**config.mk**
```make
export PLATFORM = sky130hd
export DESIGN_NAME = lcd_bus_arbiter
export DESIGN_NICKNAME = d
export VERILOG_FILES = /design/src/rtl/lcd_bus_arbiter.sv
export SDC_FILE = /design/constraint.sdc
export NUM_CORES = 1
export LEC_CHECK = 0
export BUFFER_PORTS_ARGS = -buffer_cell sky130_fd_sc_hd__buf_2
export CAP_MARGIN = 15
export CORE_ASPECT_RATIO = 1.5
export CORE_MARGIN = 2
export CORE_UTILIZATION = 54
export DETAILED_ROUTE_END_ITERATION = 8
export PLACE_DENSITY = 0.85
export SLEW_MARGIN = 30
export SYNTH_ARGS = -nofsm -noshare
export SYNTH_HDL_FRONTEND = slang
export SYNTH_SLANG_ARGS = --single-unit
```
**constraint.sdc**
```tcl
create_clock -name clk -period 3.7 [get_ports clk]
set_clock_uncertainty 0.1 [all_clocks]
set_input_delay 0.74 -clock clk [delete_from_list [all_inputs] [get_ports clk]]
set_output_delay 0.74 -clock clk [all_outputs]
set_load 0.005 [all_outputs]
```
**src/rtl/lcd_bus_arbiter.sv**
```systemverilog
// Round-robin arbiter that serialises byte writes from NREQ requesters onto an HD44780-style LCD bus.
// Each write is a timed bus cycle: setup, E pulse, hold, then a busy wait that is long for clear/home.
module lcd_bus_arbiter #(
  parameter int NREQ       = 2,
  parameter int SETUP_CYC  = 1,
  parameter int E_HIGH_CYC = 2,
  parameter int WAIT_SHORT = 4,
  parameter int WAIT_LONG  = 160
) (
  input  logic              clk,
  input  logic              rst,
  input  logic              init_done,
  input  logic [NREQ-1:0]   req,
  input  logic [NREQ-1:0]   req_rs,
  input  logic [8*NREQ-1:0] req_data,
  output logic [NREQ-1:0]   gnt,
  output logic [NREQ-1:0]   done,
  output logic              busy,
  output logic              RS,
  output logic              RW,
  output logic              E,
  output logic [7:0]        DB
);

  localparam int SU_EFF = (SETUP_CYC  < 1) ? 1 : SETUP_CYC;
  localparam int EH_EFF = (E_HIGH_CYC < 1) ? 1 : E_HIGH_CYC;
  localparam int WS_EFF = (WAIT_SHORT < 1) ? 1 : WAIT_SHORT;
  localparam int WL_EFF = (WAIT_LONG  < 1) ? 1 : WAIT_LONG;
  localparam int CM1    = (SU_EFF > EH_EFF) ? SU_EFF : EH_EFF;
  localparam int CM2    = (WS_EFF > WL_EFF) ? WS_EFF : WL_EFF;
  localparam int CMAX   = (CM1 > CM2) ? CM1 : CM2;
  localparam int CW     = $clog2(CMAX + 1);
  localparam int PW     = (NREQ > 1) ? $clog2(NREQ) : 1;

  typedef enum logic [2:0] {S_IDLE, S_SETUP, S_PULSE, S_HOLD, S_WAIT} state_t;

  state_t          state_q, state_d;
  logic [CW-1:0]   cnt_q, cnt_d;
  logic [PW-1:0]   ptr_q, ptr_d;
  logic [PW-1:0]   owner_q, owner_d;
  logic [PW-1:0]   win;
  logic            win_vld;
  logic            take;
  logic            rs_q, rs_d;
  logic [7:0]      db_q, db_d;
  logic            e_q, e_d;
  logic            busy_q, busy_d;
  logic [NREQ-1:0] gnt_q, gnt_d;
  logic [NREQ-1:0] done_q, done_d;
  logic            long_wait;

  // First asserted request at or after the pointer, wrapping.
  always_comb begin
    win_vld = 1'b0;
    win     = ptr_q;
    for (int k = 0; k < NREQ; k++) begin
      if (!win_vld && req[(int'(ptr_q) + k) % NREQ]) begin
        win_vld = 1'b1;
        win     = PW'((int'(ptr_q) + k) % NREQ);
      end
    end
  end

  assign long_wait = !rs_q && (db_q[7:2] == 6'd0);

  always_comb begin
    state_d = state_q;
    cnt_d   = cnt_q;
    ptr_d   = ptr_q;
    owner_d = owner_q;
    rs_d    = rs_q;
    db_d    = db_q;
    busy_d  = busy_q;
    gnt_d   = '0;
    done_d  = '0;
    take    = 1'b0;
    case (state_q)
      S_IDLE: take = init_done && win_vld;
      S_SETUP: begin
        if (cnt_q == '0) begin
          state_d = S_PULSE;
          cnt_d   = CW'(EH_EFF - 1);
        end else begin
          cnt_d = cnt_q - 1'b1;
        end
      end
      S_PULSE: begin
        if (cnt_q == '0) state_d = S_HOLD;
        else             cnt_d   = cnt_q - 1'b1;
      end
      S_HOLD: begin
        state_d = S_WAIT;
        cnt_d   = long_wait ? CW'(WL_EFF - 1) : CW'(WS_EFF - 1);
      end
      S_WAIT: begin
        // The edge leaving the last wait cycle also arbitrates, so back-to-back writes need no idle gap.
        if (cnt_q == '0) begin
          take = init_done && win_vld;
          if (!take) begin
            state_d = S_IDLE;
            busy_d  = 1'b0;
          end
        end else begin
          cnt_d = cnt_q - 1'b1;
        end
      end
      default: state_d = S_IDLE;
    endcase

    if (take) begin
      gnt_d[win] = 1'b1;
      rs_d       = req_rs[win];
      db_d       = req_data[8*int'(win) +: 8];
      busy_d     = 1'b1;
      owner_d    = win;
      state_d    = S_SETUP;
      cnt_d      = CW'(SU_EFF - 1);
      if (int'(win) == NREQ - 1) ptr_d = '0;
      else                       ptr_d = win + PW'(1);
    end

    if (state_d == S_WAIT && cnt_d == '0) done_d[owner_q] = 1'b1;
    e_d = (state_d == S_PULSE);
  end

  always_ff @(posedge clk or negedge rst) begin
    if (!rst) begin
      state_q <= S_IDLE;
      cnt_q   <= '0;
      ptr_q   <= '0;
      owner_q <= '0;
      rs_q    <= 1'b0;
      db_q    <= 8'h00;
      e_q     <= 1'b0;
      busy_q  <= 1'b0;
      gnt_q   <= '0;
      done_q  <= '0;
    end else begin
      state_q <= state_d;
      cnt_q   <= cnt_d;
      ptr_q   <= ptr_d;
      owner_q <= owner_d;
      rs_q    <= rs_d;
      db_q    <= db_d;
      e_q     <= e_d;
      busy_q  <= busy_d;
      gnt_q   <= gnt_d;
      done_q  <= done_d;
    end
  end

  assign gnt  = gnt_q;
  assign done = done_q;
  assign busy = busy_q;
  assign RS   = rs_q;
  assign RW   = 1'b0;
  assign E    = e_q;
  assign DB   = db_q;

endmodule

```
# Word level (Yosys, flattened, before mapping)
# Index checks and enable logic that the tools add are counted.
[op_classes]
add_sub_neg = 3
order_cmp = 6
eq_ne = 7
n_shift = 1
muxes = 34
n_bitwise = 1
n_reduce_logical = 16
[op_table]
columns = ["op", "count"]
rows = [
  ["$mux W8", 4],
  ["$pmux W8 S3", 1],
  ["$mux W1", 18],
  ["$logic_not A8 Y1", 2],
  ["$shiftx A16 B5 Y8", 1],
  ["$mux W3", 5],
  ["$pmux W3 S5", 1],
  ["$eq A3 B2 Y1 const B", 3],
  ["$sub A8 B1 Y8 const B", 1],
  ["$eq A3 B3 Y1 const B", 2],
  ["$logic_and A1 B1 Y1", 6],
  ["$logic_not A6 Y1", 1],
  ["$lt A1 B2 Y1 const B", 3],
  ["$mux W2", 2],
  ["$reduce_bool A2 Y1", 2],
  ["$eq A3 B1 Y1 const B", 1],
  ["$logic_not A3 Y1", 1],
  ["$lt A2 B3 Y1 const B", 1],
  ["$reduce_and A3 Y1", 1],
  ["$add A1 B1 Y1 const B", 2],
  ["$demux W1 S1", 2],
  ["$ge A1 B1 Y1 const B", 2],
  ["$logic_not A1 Y1", 2],
  ["$ne A2 B2 Y1 const B", 1],
  ["other kinds (3)", 3],
]
[totals]
ff_bits = 28
inputBits = 23
out_inout_bits = 16
word_cells = 78

# Depth between registers and ports, before layout
[depth]
word_depth = 15
depth_mapped = 13
ltp_nobuf = 12

# Worst setup path after synthesis
# Ideal clock, no wire load.
[synth_path]
path_type = "reg2reg"
start = "reg cnt_q[1]"
end = "reg done_q[1], in the netlist done[1]"
setup_ns = 0.095
arrival_ns = 2.447
required_ns = 3.505
setup_slack_ns = 1.058
stages_incl_launch_ff = 14
n_path_buf = 1
period_less_slack_ns = 2.642
cell_sequence = "dfrtp_1 > clkbuf_1 > inv_1 > ha_1 > or4b_4 > nor2_8 > inv_2 > ha_1 > nor3_1 > a21oi_1 > o22ai_1 > a211oi_1 > nand2b_1 > nor4b_2"
[synth_between]
elab_chain_len = 7
word_cells_on_any_way = 17
classes_between = "add/sub (1); eq/ne (1); mux (12); reduce/logical (3)"
[synth_rtl]
columns = ["element", "line", "text"]
rows = [
  ["from (decl)", "38", "logic [CW-1:0] cnt_q, cnt_d;"],
  ["from (signal assigned)", "140", "cnt_q <= cnt_d;"],
  ["$logic_not A8 Y1 *", "80, 88, 97", ""],
  ["$mux W8 (tied with other cells)", "88, 97", ""],
  ["$pmux W8 S3 / $pmux W1 S2 (equally long branches)", "77", "case (state_q)"],
  ["$mux W8 *", "110", "if (take) begin"],
  ["net cnt_d[0]", "38", ""],
  ["$logic_not A8 Y1 *", "122", "if (state_d == S_WAIT && cnt_d == '0) done_d[owner_q] = 1'b1;"],
  ["$logic_and A1 B1 Y1 *", "122", ""],
  ["$mux W2 *", "122", ""],
  ["net done_d[1]", "49", "logic [NREQ-1:0] done_q, done_d;"],
  ["to (signal assigned)", "148", "done_q <= done_d;"],
  ["to (decl)", "49", ""],
]
# Mark *: on every way through the listed nets, which the timed path passes. The rest lies on a longest branch.
# A chain may end at the register's enable or synchronous reset.

# Final worst setup path
[layout_path]
start = "reg cnt_q[0]"
end = "reg done_q[1], in the netlist done[1]"
[layout_between]
elab_chain_len = 7
word_cells_on_any_way = 17
classes_between = "add/sub (1); eq/ne (1); mux (12); reduce/logical (3)"
[layout_rtl]
columns = ["element", "line"]
rows = [
  ["$sub A8 B1 Y8 / $logic_not A8 Y1 (equally long branches)", "n/a"],
  ["$mux W8 (tied with other cells)", "88, 97"],
  ["$pmux W8 S3 / $pmux W1 S2 (equally long branches)", "77"],
  ["$mux W8 *", "110"],
  ["net cnt_d[0]", "38"],
  ["$logic_not A8 Y1 *", "122"],
  ["$logic_and A1 B1 Y1 *", "122"],
  ["$mux W2 *", "122"],
  ["net done_d[1]", "49"],
]
# Marks and branches as above.

==> flow_summary.json <==
{
  "pwr-share-seq_pct": 35.5,
  "rsz0062_at_grt": "no",
  "ir_worst_vdd_mv": 0.533,
  "crit_path_cell_trace": "inv_1 > ha_1 > or4b_4 > nor2_8 > inv_2 > ha_1 > nor3_1 > a21oi_1 > o22ai_1 > a211oi_1 > nand2b_1 > nor4b_2",
  "p_leak_uw": 0.000904,
  "viasPerCell": 6.13,
  "portBuffers": 37,
  "path_max_fanout": 14,
  "fin_util_pct": 64.0,
  "first_pass_iters": 4,
  "avgRoutedWirePerCell_microns": 16.1,
  "worstPathArrival_ns": 3.09,
  "cts_max_path_buffers": 2,
  "worst_pin_slew_ns": 0.682,
  "cpPeakStageDelay_ns": 0.52,
  "initial_utilization_pct": 56.0,
  "synth-warning-count": 0,
  "fmax_mhz": 332,
  "postCtsSetupBuffers": 0,
  "ant_nets": 0,
  "hold_buffers": 0,
  "numCtsBuffers": 3,
  "clk_pin_slew_ns": 0.09,
  "crit_type": "flip-flop to flip-flop",
  "design.die.area_sq_um": 3690,
  "ios": 39,
  "drtIter0Drc": 61,
  "report.final.slew_viol_count": 0,
  "grt.total_usage_pct": 24.8,
  "drive_gt1_share_pct": 25.0,
  "min_period_ns": 3.01,
  "synth-seq-cells": 28,
  "power_density_nw_per_um2": 815,
  "synth-edff-count": 0,
  "post_cts_resized": 0,
  "min_path_type": "primary input to asynchronous set/reset pin",
  "setup.worst_path.end_class": "flip-flop",
  "drc": 0,
  "critPathLaunchType": "flip-flop",
  "netlist_instances": 196,
  "htreeDepth": 1,
  "ys.flop_type": "dfrtp_1",
  "synth_cell_types": 50,
  "clockPowerShare_pct": 11.7,
  "grt-ovfl-total": 0,
  "wirelength_microns": 4300,
  "intPower_uw": 888,
  "finalSetupViolations": 0,
  "std_cell_rows": 25,
  "grt_pass1_vias": 1555,
  "cpMostUsedCell": "ha_1",
  "grt_pass1_wl_microns": 6990,
  "antenna_cells": 0,
  "cp.required_ns": 3.78,
  "async_flop_share_pct": 100,
  "place_ws_ns": 0.750,
  "num-nets-final": 255,
  "avgSynthCellArea_sq_um": 8.85,
  "seq_area_frac_synth_pct": 40.4,
  "power_switching_share_pct": 45.0,
  "gp_congestion": 0.988,
  "antenna_found_initial": 0,
  "relSlewSlack_pct": 54.1,
  "p_switching_uw": 725,
  "cts_num_sinks": 28,
  "die_w_microns": 50.3,
  "cts_tree": "built",
  "core_sq_um": 3100,
  "grt_start_max_net_pins": 29,
  "clockRootBuffer": "clkbuf_8",
  "vias": 1644,
  "hold_violations": 0,
  "finalNonFillerCells": 268,
  "worst_slack_ns": 0.690,
  "power_uw": 1610,
  "combPwrFrac_pct": 52.8,
  "fin_crit_sh_pct": 81.4,
  "die_y_microns": 73.4,
  "syn_area_sq_um": 1740,
  "syn_nets": 222,
  "maxCapViolations": 0,
  "place_inst": 264,
  "critPathSlowestCell": "or4b_4",
  "status": "finished clean",
  "place_hpwl_microns": 3250,
  "syn2layout_area_growth_pct": 14.1,
  "clock_latency_ns": 0.28,
  "fin_tns_setup_ns": 0
}
-- logic make-up (layout without fill, tap and decap cells) --
logic type	after synthesis	after routing	share of synthesized area, %
and+or+nand+nor	75	75	23.2
AOI/OAI and AO/OA	54	54	20.0
DFF	28	28	40.4
buffers and inverters	21	53	6.06
muxes	11	11	6.49
adders and majority gates	3	3	2.16
xor gates and xnor gates	3	3	1.51
other	1	1	0.216
-- through the flow --
step	area (sq um)	hold slack [ns]
2_1_floorplan	1740	0.325
4_1_cts	1980	0.376
6_report	1980	0.361
3_3_place_gp	1930	0.345
3_5_place_dp	1930	0.361
5_1_grt	1980	0.403
-- critical path: cells and delay by family (launching register included) --
kind            cells  cell delay, ns
compound gates      3            0.31
buf+inv             2            0.24
simple gates        5            1.31
fa+ha+maj           2            0.49
flops               1            0.46
-- flip-flops by register name, summed over array words and instances (netlist names) --
register / count
DB: 8
E: 1
RS: 1
busy: 1
cnt_q: 8
done: 2
gnt: 2
owner_q: 1
ptr_q: 1
state_q: 3
-- path summary, 6_finish.rpt --
kind	startpoint	endpoint	slack, ns	depth (start not counted)
max in group asynchronous	rst	cnt_q[0]$_DFF_PN0_	2.74	1
hold reg to reg	owner_q$_DFFE_PN0N_	done[0]$_DFF_PN0_	0.38	1
setup reg to reg	cnt_q[0]$_DFF_PN0_	done[1]$_DFF_PN0_	0.69	12
hold / removal	rst	RS$_DFFE_PN0N_	0.36	1
min in group clk	owner_q$_DFFE_PN0N_	done[0]$_DFF_PN0_	0.38	1
setup / recovery	cnt_q[0]$_DFF_PN0_	done[1]$_DFF_PN0_	0.69	12
-- power by group through the flow --
stage	registers, uW	clock network [uW]	logic (uW)
2_1_floorplan	519	0	660
3_3_place_gp	565	0	815
3_5_place_dp	570	0	834
4_1_cts	565	193	846
5_1_grt	589	205	932
6_report	572	189	852
-- layer usage --
| layer | track usage [%] | routed length (microns) | up-vias |
|---|---|---|---|
| li1 | - | - | 775 |
| met1 | 28.6 | 1610 | 775 |
| met2 | 43.3 | 2300 | 81 |
| met3 | 2.24 | 219 | 13 |
| met4 | 16.0 | 177 | 0 |
| met5 | 0 | 0 | - |
-- final cells by class --
| type | count | area, sq um |
|---|---|---|
| Multi-Input combinational cell | 147 | 933 |
| Timing Repair Buffer | 40 | 208 |
| Inverter | 9 | 33.8 |
| Tap cell | 40 | 50.0 |
| Sequential cell | 28 | 701 |
| Fill cell | 253 | 1120 |
| Clock buffer | 4 | 55.1 |
-- layout by cell type, fill, tap and decap left out, types with 2 or more instances in the layout --
master,count
buf_2,37
nor2_1,31
dfrtp_1,28
a21oi_1,18
nor3_1,10
nand2_1,9
mux2i_1,9
o21ai_0,8
inv_1,7
a211oi_1,6
o22ai_1,5
nand3_1,4
clkbuf_8,4
nand4_1,3
ha_1,3
buf_4,3
or3_1,2
xnor2_1,2
nor4_1,2
o32ai_1,2
o21a_1,2
and2_1,2
o2111ai_1,2
mux2_2,2
a31oi_1,2
-- synthesized netlist by cell type (all sizes together) (3+ instances only) --
cell / n / area (sq um)
ha: 3 / 37.5
nand3: 4 / 20.0
o21ai: 9 / 45.0
a211oi: 6 / 45.0
a21oi: 18 / 90.1
clkbuf: 3 / 11.3
nor4: 3 / 25.0
nor2: 32 / 136
buf: 9 / 60.1
or3: 3 / 23.8
inv: 8 / 30.0
nand2: 9 / 33.8
o22ai: 5 / 31.3
mux2i: 9 / 90.1
nand4: 3 / 18.8
nor3: 10 / 50.1
dfrtp: 28 / 701
(Power assumes the default switching activity.)
